--- config.mk ---
export PLATFORM = sky130hd
export DESIGN_NAME = alu_seq_ctrl
export DESIGN_NICKNAME = d
export VERILOG_FILES = /design/src/rtl/alu_seq_ctrl.sv
export SDC_FILE = /design/constraint.sdc
export NUM_CORES = 1
export LEC_CHECK = 0
export CORE_MARGIN = 2
export CORE_UTILIZATION = 47
export DETAILED_ROUTE_END_ITERATION = 6
export PLACE_DENSITY = 0.79
export SYNTH_ARGS = -nofsm -noshare
export SYNTH_HDL_FRONTEND = slang
export SYNTH_SLANG_ARGS = --single-unit
--- constraint.sdc ---
create_clock -name clk -period 2.4 [get_ports clk]
set_input_delay 0.48 -clock clk [delete_from_list [all_inputs] [get_ports clk]]
set_output_delay 0.48 -clock clk [all_outputs]
set_load 0.01 [all_outputs]
--- src/rtl/alu_seq_ctrl.sv ---
// Command sequencer owning the accumulator and carry flag C: accepts one command,
// strobes the shared ALU, waits ALU_LAT cycles, writes back and returns a response.
module alu_seq_ctrl #(
  parameter int ALU_LAT = 1  // legal range 1..15
) (
  input  logic       clk,
  input  logic       rst,
  input  logic       cmd_valid,
  output logic       cmd_ready,
  input  logic [3:0] cmd_op,
  input  logic [7:0] cmd_data,
  input  logic       cmd_cin,
  input  logic       cmd_chain,
  output logic [7:0] alu_a,
  output logic [7:0] alu_b,
  output logic [3:0] alu_op,
  output logic       alu_cin,
  output logic       alu_ce,
  input  logic [7:0] alu_result,
  input  logic       alu_cout,
  output logic       rsp_valid,
  input  logic       rsp_ready,
  output logic [7:0] rsp_data,
  output logic       rsp_cout,
  output logic       rsp_zero,
  output logic       rsp_err,
  output logic [7:0] acc
);

  localparam logic [3:0] OP_CMP   = 4'd3;
  localparam logic [3:0] OP_BCMP  = 4'd5;
  localparam logic [3:0] OP_LAST  = 4'd9;
  localparam logic [3:0] OP_LOAD  = 4'd10;
  localparam logic [3:0] OP_CLEAR = 4'd11;

  typedef enum logic [1:0] {IDLE, ISSUE, WAIT, RESP} state_t;

  state_t     state;
  logic [3:0] wait_cnt;
  logic       c_flag;

  // The carry reported with a response is always the flag value after that command.
  assign rsp_cout = c_flag;

  always_ff @(posedge clk) begin
    if (rst) begin
      state     <= IDLE;
      wait_cnt  <= '0;
      c_flag    <= 1'b0;
      acc       <= '0;
      cmd_ready <= 1'b0;
      alu_a     <= '0;
      alu_b     <= '0;
      alu_op    <= '0;
      alu_cin   <= 1'b0;
      alu_ce    <= 1'b0;
      rsp_valid <= 1'b0;
      rsp_data  <= '0;
      rsp_zero  <= 1'b0;
      rsp_err   <= 1'b0;
    end else begin
      case (state)
        IDLE: begin
          // cmd_ready is held low for the first cycle out of reset.
          if (!cmd_ready) begin
            cmd_ready <= 1'b1;
          end else if (cmd_valid) begin
            cmd_ready <= 1'b0;
            rsp_err   <= 1'b0;
            if (cmd_op <= OP_LAST) begin
              alu_a   <= acc;
              alu_b   <= cmd_data;
              alu_op  <= cmd_op;
              alu_cin <= cmd_chain ? c_flag : cmd_cin;
              alu_ce  <= 1'b1;
              state   <= ISSUE;
            end else begin
              rsp_valid <= 1'b1;
              state     <= RESP;
              if (cmd_op == OP_LOAD) begin
                acc      <= cmd_data;
                rsp_data <= cmd_data;
                rsp_zero <= (cmd_data == 8'd0);
              end else if (cmd_op == OP_CLEAR) begin
                acc      <= '0;
                c_flag   <= 1'b0;
                rsp_data <= '0;
                rsp_zero <= 1'b1;
              end else begin
                rsp_err  <= 1'b1;
                rsp_data <= acc;
                rsp_zero <= (acc == 8'd0);
              end
            end
          end
        end

        ISSUE: begin
          alu_ce   <= 1'b0;
          wait_cnt <= 4'(ALU_LAT - 1);
          state    <= WAIT;
        end

        WAIT: begin
          if (wait_cnt == 4'd0) begin
            // Compares only touch the carry; everything else also writes the accumulator.
            rsp_data  <= alu_result;
            rsp_zero  <= (alu_result == 8'd0);
            c_flag    <= alu_cout;
            if (alu_op != OP_CMP && alu_op != OP_BCMP) begin
              acc <= alu_result;
            end
            rsp_valid <= 1'b1;
            state     <= RESP;
          end else begin
            wait_cnt <= wait_cnt - 4'd1;
          end
        end

        RESP: begin
          if (rsp_ready) begin
            rsp_valid <= 1'b0;
            cmd_ready <= 1'b1;
            state     <= IDLE;
          end
        end

        default: state <= IDLE;
      endcase
    end
  end

endmodule

After elaboration in Yosys (flattened, before gate mapping)
Cells that the tools add are included.

Flip-flop bits (word level): 49. Output and inout bits: 43. Logic and storage cells: 104.

Add/subtract/negate cells: 1. $lt $le $gt $ge: 1. Eq/ne operators: 17. Multiplexer cells: 50. Reduce and logical (&&, ||, !) cells: 21.

Operator list (number): two-way mux 8 bit (8); one-hot mux 8 bit (2 select lines) (2); two-way mux 1 bit (27); zero test 8 bit (3); != test 2 bit (second input constant) (10); AND reduction 4 bit (3); AND reduction 6 bit (2); two-way mux 2 bit (5); == test 4 bit (second input constant) (2); one-hot mux 1 bit (2 select lines) (4); one-hot mux 2 bit (4 select lines) (1); one-hot mux 4 bit (2 select lines) (1); nonzero test 2 bit (4); AND reduction 7 bit (1); AND reduction 5 bit (1); == test 2 bit (second input constant) (2); less-or-equal comparator 4 bit (second input constant) (1); zero test 4 bit (1); two-way mux 4 bit (1); != test 4 x 2 -> 1 bit (second input constant) (1); != test 4 x 3 -> 1 bit (second input constant) (1); AND reduction 2 bit (2); subtractor 4 x 1 -> 4 bit (second input constant) (1); one-hot mux 1 bit (3 select lines) (1); other kinds (5) (5).

Depth between registers and ports, before layout
Gate-level depths: netlist of run 1.

Word-level depth: 7. Mapped depth: 8. Depth with buffers taken out: 6.

Worst setup path after synthesis of run 1
OpenSTA, ideal clock, no wires.

Kind: reg2reg. From: register state[0]. To: register acc[0]. Setup time: 0.073 ns. Arrival: 1.674 ns. Data required time: 2.327 ns. Setup slack: 0.653 ns. Cell stages (with the launch flop): 9. Period minus slack after synthesis: 1.747 ns. Cells stage by stage: dfxtp_1 > inv_1 > ha_1 > buf_4 > and3_1 > a21o_1 > buf_4 > nand3_2 > mux2i_1.

Cells in the longest elaborated chain, start to end: 3. Elaborated cells on any way between the ends: 10. Classes of those cells: eq/ne: 6; mux: 1; reduce/logical: 3.

RTL lines: from (decl) (RTL line 38) `state_t state;`; from (signal assigned) (RTL line 47) `state <= IDLE;`; from (signal assigned) (RTL line 76) `state <= ISSUE;`; from (signal assigned) (RTL line 79) `state <= RESP;`; == test 2 bit / zero test 2 bit (equally long branches) (RTL line 62) `case (state)`; != test 2 bit (no source line) / nonzero test 2 bit (equally long branches); AND reduction 6 bit (no source line); to (signal assigned) (RTL line 81) `acc <= cmd_data;`; to (signal assigned) (RTL line 111) `acc <= alu_result;`; to (decl) (RTL line 27) `output logic [7:0] acc`.

Parallel ways exist; a longest one is shown, timed or not. A chain may end at the register's enable or synchronous reset.

Worst setup path in the final report of run 1
From: input port cmd_op[1]. To: register acc[2].

Cells in the longest elaborated chain, start to end: 7. Elaborated cells on any way between the ends: 11. Classes of those cells: order compare: 1; eq/ne: 3; mux: 6; reduce/logical: 1.

RTL lines: from (decl) (RTL line 10) `input logic [3:0] cmd_op,`; == test 4 bit (RTL line 84) `end else if (cmd_op == OP_CLEAR) begin`; two-way mux 8 bit (2 in a row); two-way mux 8 bit (RTL line 70) `if (cmd_op <= OP_LAST) begin`; two-way mux 8 bit (2 in a row); one-hot mux 8 bit (2 select lines) (RTL line 62).

Parallel ways exist; a longest one is shown, timed or not. The select of a mux whose other input is x is not followed.

==> flow_metrics.env, run 1 <==
export IMPL_io_pins=70
export IMPL_arrival_ns=2.19
export IMPL_final_layout_size_suffix_gt1_share_pct=8.12
export IMPL_grt_usage_pct=23.3
export IMPL_finalCritPeriodShare_pct=84.0
export IMPL_grtUsageMet2_pct=34.4
export IMPL_routabilityCongestion=0.805
export IMPL_grt_pass1_wl_um=10100
export IMPL_fin_tns_setup_ns=0
export IMPL_wire_per_inst_um=15.1
export IMPL_worst_slack_ns=0.384
export IMPL_syn_inst=290
export IMPL_r2r_end="rsp_zero$_SDFFE_PP0P_"
export IMPL_fin_cells=424
export IMPL_cts_clk_slew_worst_paths_ns=0.08
export IMPL_synth_area_top_cells="dfxtp_1, nand2_1, a21oi_1, mux2i_1, mux2_2"
export IMPL_end_kind="register"
export IMPL_cp_required_ns=2.58
export IMPL_vdd_ir_drop_max_mv=0.344
export IMPL_timing_final_hold_violations=0
export IMPL_synth_seq_area_share_pct=40.9
export IMPL_grt_overflow=0
export IMPL_synth_largest_area_cell="dfxtp_1"
export IMPL_antenna_found_initial=0
export IMPL_preCtsSetupSlack_ns=0.0979
export IMPL_layout_cells_most_common="clkdlybuf4s50_1"
export IMPL_busiest_layer="met2"
export IMPL_slew_violations=0
export IMPL_critical_path_class="in -> reg"
export IMPL_worstSetupStartpointType="primary input"
export IMPL_diodes=0
export IMPL_synth_cell_type_count=39
export IMPL_synth_warnings=0
export IMPL_final_cell_mix="clkdlybuf4s50_1, nand2_1, dfxtp_1"
export IMPL_vias_per_cell=5.47
export IMPL_setup_viol=0
export IMPL_cts_sinks=49
export IMPL_cts_htree_levels=2
export IMPL_cts_resized_gates=0
export IMPL_grt_util_met1_pct=33.5
export IMPL_r2r_worst_path_cells=7
export IMPL_synth_fp_nets=324
export IMPL_dp_hpwl_um=4560
export IMPL_ys_seq_elements=49
export IMPL_syn_area_um2=2400
export IMPL_slew_headroom_pct=54.4
export IMPL_drtAntennaViolNets=0
export IMPL_max_cap_viol_count=0
export IMPL_drt_initial_drc_count=178
export IMPL_worst_pin_slew_ns=0.683
export IMPL_grtUsageMet3_pct=5.42
export IMPL_wirelength_um=6400
export IMPL_hold_class="reg -> reg"
export IMPL_via_count=2320
export IMPL_die_area_um2=5690
export IMPL_port_buffers=69
export IMPL_clock_root_buffer="clkbuf_8"
export IMPL_max_freq_mhz=496
export IMPL_die_x_um=75.4
export IMPL_syn2layout_area_growth_pct=36.0
export IMPL_cts_setup_buffers=0
export IMPL_status="finished clean"
export IMPL_grt_max_degree=37
export IMPL_die_h_um=75.4
export IMPL_power_density_nw_per_um2=770
export IMPL_postCtsHoldBufs=0
export IMPL_leakagePower_nw=1.22
export IMPL_cts_tree="yes"
export IMPL_start_util_pct=49.7
export IMPL_hold_start="alu_a[2]$_SDFFE_PP0P_"
export IMPL_cts_max_path_buffers=2
export IMPL_synth_top_area_share_pct=40.9
export IMPL_r2r_start="state[0]$_SDFFE_PP0P_"
export IMPL_numCtsBuffers=5
export IMPL_grt_pass1_vias=2142
export IMPL_clock_latency_ns=0.30
export IMPL_first_pass_iters=4
export IMPL_startpoint="cmd_op[1]"
export IMPL_fin_crit_ns=2.02
export IMPL_drt_drc_violations_left=0
export IMPL_rows=25
export IMPL_crit_fanout=11
export IMPL_clock_skew_ns=0.00650
export IMPL_critPathCapture="acc[2]$_SDFFE_PP0P_"
export IMPL_rrSetupSlack_ns=0.41
export IMPL_nets=391
export IMPL_core_um2=4820
export IMPL_rsz0062_at_grt="false"
export IMPL_syn_mean_instance_area_um2=8.26
export IMPL_placed_cells=417
## report_power, final
part / internal, mW / leakage (nW) / total [mW] / switching [mW]
registers: 0.910 / 0.397 / 0.997 / 0.0874
logic: 0.443 / 0.774 / 0.940 / 0.497
clock network: 0.303 / 0.0540 / 0.571 / 0.268
## critical path, stage by stage
cell	delay, ns
clkdlybuf4s50_1	0.51
and3b_1	0.50
mux2_2	0.40
o21ai_0	0.18
mux2i_1	0.11
## sequential cells by signal (all words and copies together), names as in the netlist
| register | cells |
|---|---|
| alu_cin | 1 |
| alu_a | 8 |
| rsp_valid | 1 |
| rsp_err | 1 |
| acc | 8 |
| alu_b | 8 |
| alu_ce | 1 |
| state | 2 |
| cmd_ready | 1 |
| rsp_data | 8 |
| rsp_zero | 1 |
| alu_op | 4 |
| wait_cnt | 4 |
| rsp_cout | 1 |
## metrics by stage
step / util (%) / hold slack, ns / power, mW / cell area [µm²]
2_1_floorplan: - / 0.473 / 1.59 / 2400
3_3_place_gp: 65.5 / 0.441 / 1.93 / 3160
3_5_place_dp: 65.5 / 0.443 / 1.94 / 3160
4_1_cts: 67.7 / 0.459 / 2.52 / 3260
5_1_grt: 67.7 / 0.482 / 2.65 / 3260
6_report: 67.7 / 0.458 / 2.51 / 3260
## synthesized netlist by cell type
cell	number
inv_1	11
o22ai_1	1
clkbuf_1	12
nand4b_1	2
o21a_1	4
nand2_1	58
a32oi_1	1
nor2b_1	11
buf_4	3
a211oi_1	2
a21oi_1	33
nand2b_1	3
o211ai_1	2
or3b_4	1
mux2i_1	10
nor3_1	4
o2111ai_1	8
and3b_1	1
nor2_1	13
xnor2_1	1
a21boi_0	1
nand3_1	4
and2_2	1
xor2_1	1
a221oi_4	1
a311oi_1	2
ha_1	7
a311o_1	1
nand3_2	1
o21ai_0	16
a21o_1	1
nor4_1	6
mux2_2	8
dfxtp_1	49
o221a_2	1
a41oi_1	1
buf_2	3
o21ai_1	1
and3_1	4
## per-layer routing
layer,up-vias,part of all wire [%]
met5,-,0
met3,7,7.0
li1,1151,-
met4,0,1.3
met1,1080,47
met2,82,45
## cells by family after synthesis
family / after synthesis / share of synthesized area (%)
and+or+nand+nor: 109 / 21.4
AOI/OAI and AO/OA: 76 / 20.2
DFF: 49 / 40.9
buffers and inverters: 29 / 5.17
muxes: 18 / 7.94
adders and majority gates: 7 / 3.66
xor gates and xnor gates: 2 / 0.731
## layout make-up
| type | instances | area [µm²] |
|---|---|---|
| clock buffer | 5 | 68.8 |
| clock inverter | 2 | 35.0 |
| timing repair buffer | 78 | 758 |
| multi-input combinational | 212 | 1290 |
| sequential | 49 | 981 |
| tap | 67 | 83.8 |
| fill | 435 | 1560 |
| inverter | 11 | 41.3 |
## how the worst min path moves through the flow
stage                               endpoint  cells after the start
detailed placement  rsp_data[1]$_SDFFE_PP0P_                      2
global placement       alu_b[3]$_SDFFE_PP0P_                      2
global route           alu_a[7]$_SDFFE_PP0P_                      2
finish                 alu_a[2]$_SDFFE_PP0P_                      2
floorplan           rsp_data[1]$_SDFFE_PP0P_                      2
CTS                    alu_b[4]$_SDFFE_PP0P_                      2
No activity file was read; power rests on OpenSTA's default activity.
==> run 2: changes to the inputs <==
- CORE_UTILIZATION: 47 -> 43
- PLACE_DENSITY: 0.79 -> 0.77
- clock period: 2.4 -> 1.8 ns (I/O delays scaled with it)
==> run 2 against run 1 <==
Count of clock-buffer cells in the layout is 2 higher. Sequential power is 32% higher. Routed wire length up 2.5%. Critical path type is now reg -> reg. Worst hold slack got worse by 0.00088 ns. Clock power grew 42%. Setup slack worse by 0.34 ns. Sequential cell count stayed put. Die area up 8.8%. Critical path depth grew 1. Register-to-register slack lost 0.36 ns. Highest routed layer unchanged.
==> flow_metrics.env, run 2 (synthesis results as in run 1) <==
export IMPL_final_cell_mix="clkdlybuf4s50_1, nand2_1, dfxtp_1"
export IMPL_core_um2=5440
export IMPL_cts_clk_slew_worst_paths_ns=0.09
export IMPL_syn2layout_area_growth_pct=45.5
export IMPL_final_layout_size_suffix_gt1_share_pct=16.0
export IMPL_wirelength_um=6560
export IMPL_wire_per_inst_um=14.5
export IMPL_io_pins=70
export IMPL_hold_start="alu_a[2]$_SDFFE_PP0P_"
export IMPL_preCtsSetupSlack_ns=-0.380
export IMPL_slew_headroom_pct=75.9
export IMPL_end_kind="register"
export IMPL_status="finished clean"
export IMPL_worstSetupStartpointType="register"
export IMPL_cts_sinks=49
export IMPL_holdWs_ns=0.457
export IMPL_power_density_nw_per_um2=1040
export IMPL_cts_max_path_buffers=2
export IMPL_dp_hpwl_um=4770
export IMPL_timing_final_hold_violations=0
export IMPL_nets=414
export IMPL_max_freq_mhz=571
export IMPL_slowest_delay_ns=0.41
export IMPL_rrSetupSlack_ns=0.05
export IMPL_diodes=0
export IMPL_cp_required_ns=2.01
export IMPL_drt_initial_drc_count=119
export IMPL_antenna_found_initial=0
export IMPL_worst_slack_ns=0.0473
export IMPL_port_buffers=69
export IMPL_layout_cells_most_common="clkdlybuf4s50_1"
export IMPL_rows=27
export IMPL_clock_root_buffer="clkbuf_8"
export IMPL_die_x_um=78.6
export IMPL_start_util_pct=44.1
export IMPL_routabilityCongestion=0.886
export IMPL_max_cap_viol_count=0
export IMPL_arrival_ns=1.97
export IMPL_drt_drc_violations_left=0
export IMPL_grt_pass1_vias=2273
export IMPL_via_count=2398
export IMPL_path_delay_family="compound AO/OA/AOI/OAI gates"
export IMPL_finalCritPeriodShare_pct=97.4
export IMPL_fill_cells=463
export IMPL_leakagePower_nw=1.34
export IMPL_clock_skew_ns=0.00321
export IMPL_hold_class="reg -> reg"
export IMPL_grt_max_degree=28
export IMPL_r2r_worst_path_cells=6
export IMPL_cts_tree="yes"
export IMPL_fin_crit_ns=1.75
export IMPL_r2r_end="rsp_zero$_SDFFE_PP0P_"
export IMPL_grt_overflow=0
export IMPL_crit_fanout=7
export IMPL_crit_slowest_cell="dfxtp_1"
export IMPL_clock_latency_ns=0.30
export IMPL_utilization_pct=64.1
export IMPL_r2r_start="state[1]$_SDFFE_PP0P_"
export IMPL_cts_htree_levels=2
export IMPL_worst_pin_slew_ns=0.357
export IMPL_power_total_mw=3.63
export IMPL_worstHoldEndpoint="alu_a[2]$_SDFFE_PP0P_"
export IMPL_grt_pass1_wl_um=10600
export IMPL_first_pass_iters=4
export IMPL_slew_violations=0
export IMPL_postCtsHoldBufs=0
export IMPL_path_buf_inv=1
export IMPL_vias_per_cell=5.29
export IMPL_critical_path_class="reg -> reg"
export IMPL_multi_input_area_um2=1320
export IMPL_die_area_um2=6190
export IMPL_setup_viol=0
export IMPL_vdd_ir_drop_max_mv=0.528
export IMPL_crit_chain="inv_1 -> ha_2 -> and3_2 -> a21oi_1 -> nor2_2 -> a311oi_1"
export IMPL_die_h_um=78.6
export IMPL_holdPathStages=2
export IMPL_grt_usage_pct=21.1
export IMPL_drtAntennaViolNets=0
export IMPL_seq_area_um2=982
export IMPL_numCtsBuffers=5
## run 2: cell types whose count changed in the layout (fill, tap and decap cells not counted), sizes merged
cell	previous run	this run
buf	9	32
clkbuf	5	7
clkinv	1	0
## run 2: power by group
group / switching, mW / total, mW / internal, mW
clock network: 0.359 / 0.812 / 0.453
registers: 0.110 / 1.32 / 1.21
logic: 0.740 / 1.50 / 0.759
## run 2: metrics by stage
| stage | TNS, ns | instances | instance area, µm² |
|---|---|---|---|
| floorplan | 0 | 290 | 2400 |
| detailed placement | -7.74 | 441 | 3300 |
| finish | 0 | 453 | 3490 |
| CTS | 0 | 449 | 3420 |
| global placement | -6.83 | 441 | 3300 |
| global route | -0.145 | 453 | 3490 |
## run 2: how the worst max path moves through the flow
| stage | slack, ns | startpoint | to | depth (start not counted) |
|---|---|---|---|---|
| 6_report | 0.05 | state[1]$_SDFFE_PP0P_ | rsp_zero$_SDFFE_PP0P_ | 6 |
| 5_1_grt | -0.03 | wait_cnt[1]$_SDFFE_PP0P_ | state[1]$_SDFFE_PP0P_ | 6 |
| 4_1_cts | 0.03 | wait_cnt[1]$_SDFFE_PP0P_ | acc[7]$_SDFFE_PP0P_ | 6 |
| 3_5_place_dp | -0.38 | cmd_op[3] | rsp_data[2]$_SDFFE_PP0P_ | 5 |
| 3_3_place_gp | -0.32 | cmd_op[1] | rsp_data[2]$_SDFFE_PP0P_ | 5 |
| 2_1_floorplan | 0.05 | state[0]$_SDFFE_PP0P_ | acc[0]$_SDFFE_PP0P_ | 8 |
## run 2: area by class of cell
class / instances / share of cell area (%)
Multi-Input combinational cell: 212 / 37.8
Sequential cell: 49 / 28.2
Timing Repair Buffer: 101 / 26.9
Tap cell: 72 / 2.58
Clock buffer: 7 / 2.48
Inverter: 11 / 1.18
Clock inverter: 1 / 0.861
## run 2: what timing repair did
item | 4_1_cts | 5_1_grt
hold endpoints to repair | 0 | 0
gates resized for setup | 2 | 10
pin swaps | 0 | 3
buffers inserted | 0 | 4
setup endpoints to repair | 9 | 37
cloned | 0 | 0
## run 2: layer usage
metal  GRT usage, %  vias up  routed length (µm)
met5              0        -                   0
met4           7.54        0                 133
met3           4.37       12                 366
met2           32.6       73                2940
met1           29.2     1118                3120
li1               -     1195                   -
## run 2: worst register-to-register path: cells and delay by family (launching register included)
kind	cells	cell delay, ns
simple gates	2	0.39
compound gates	2	0.53
fa+ha+maj	1	0.23
buf+inv	1	0.11
flops	1	0.41
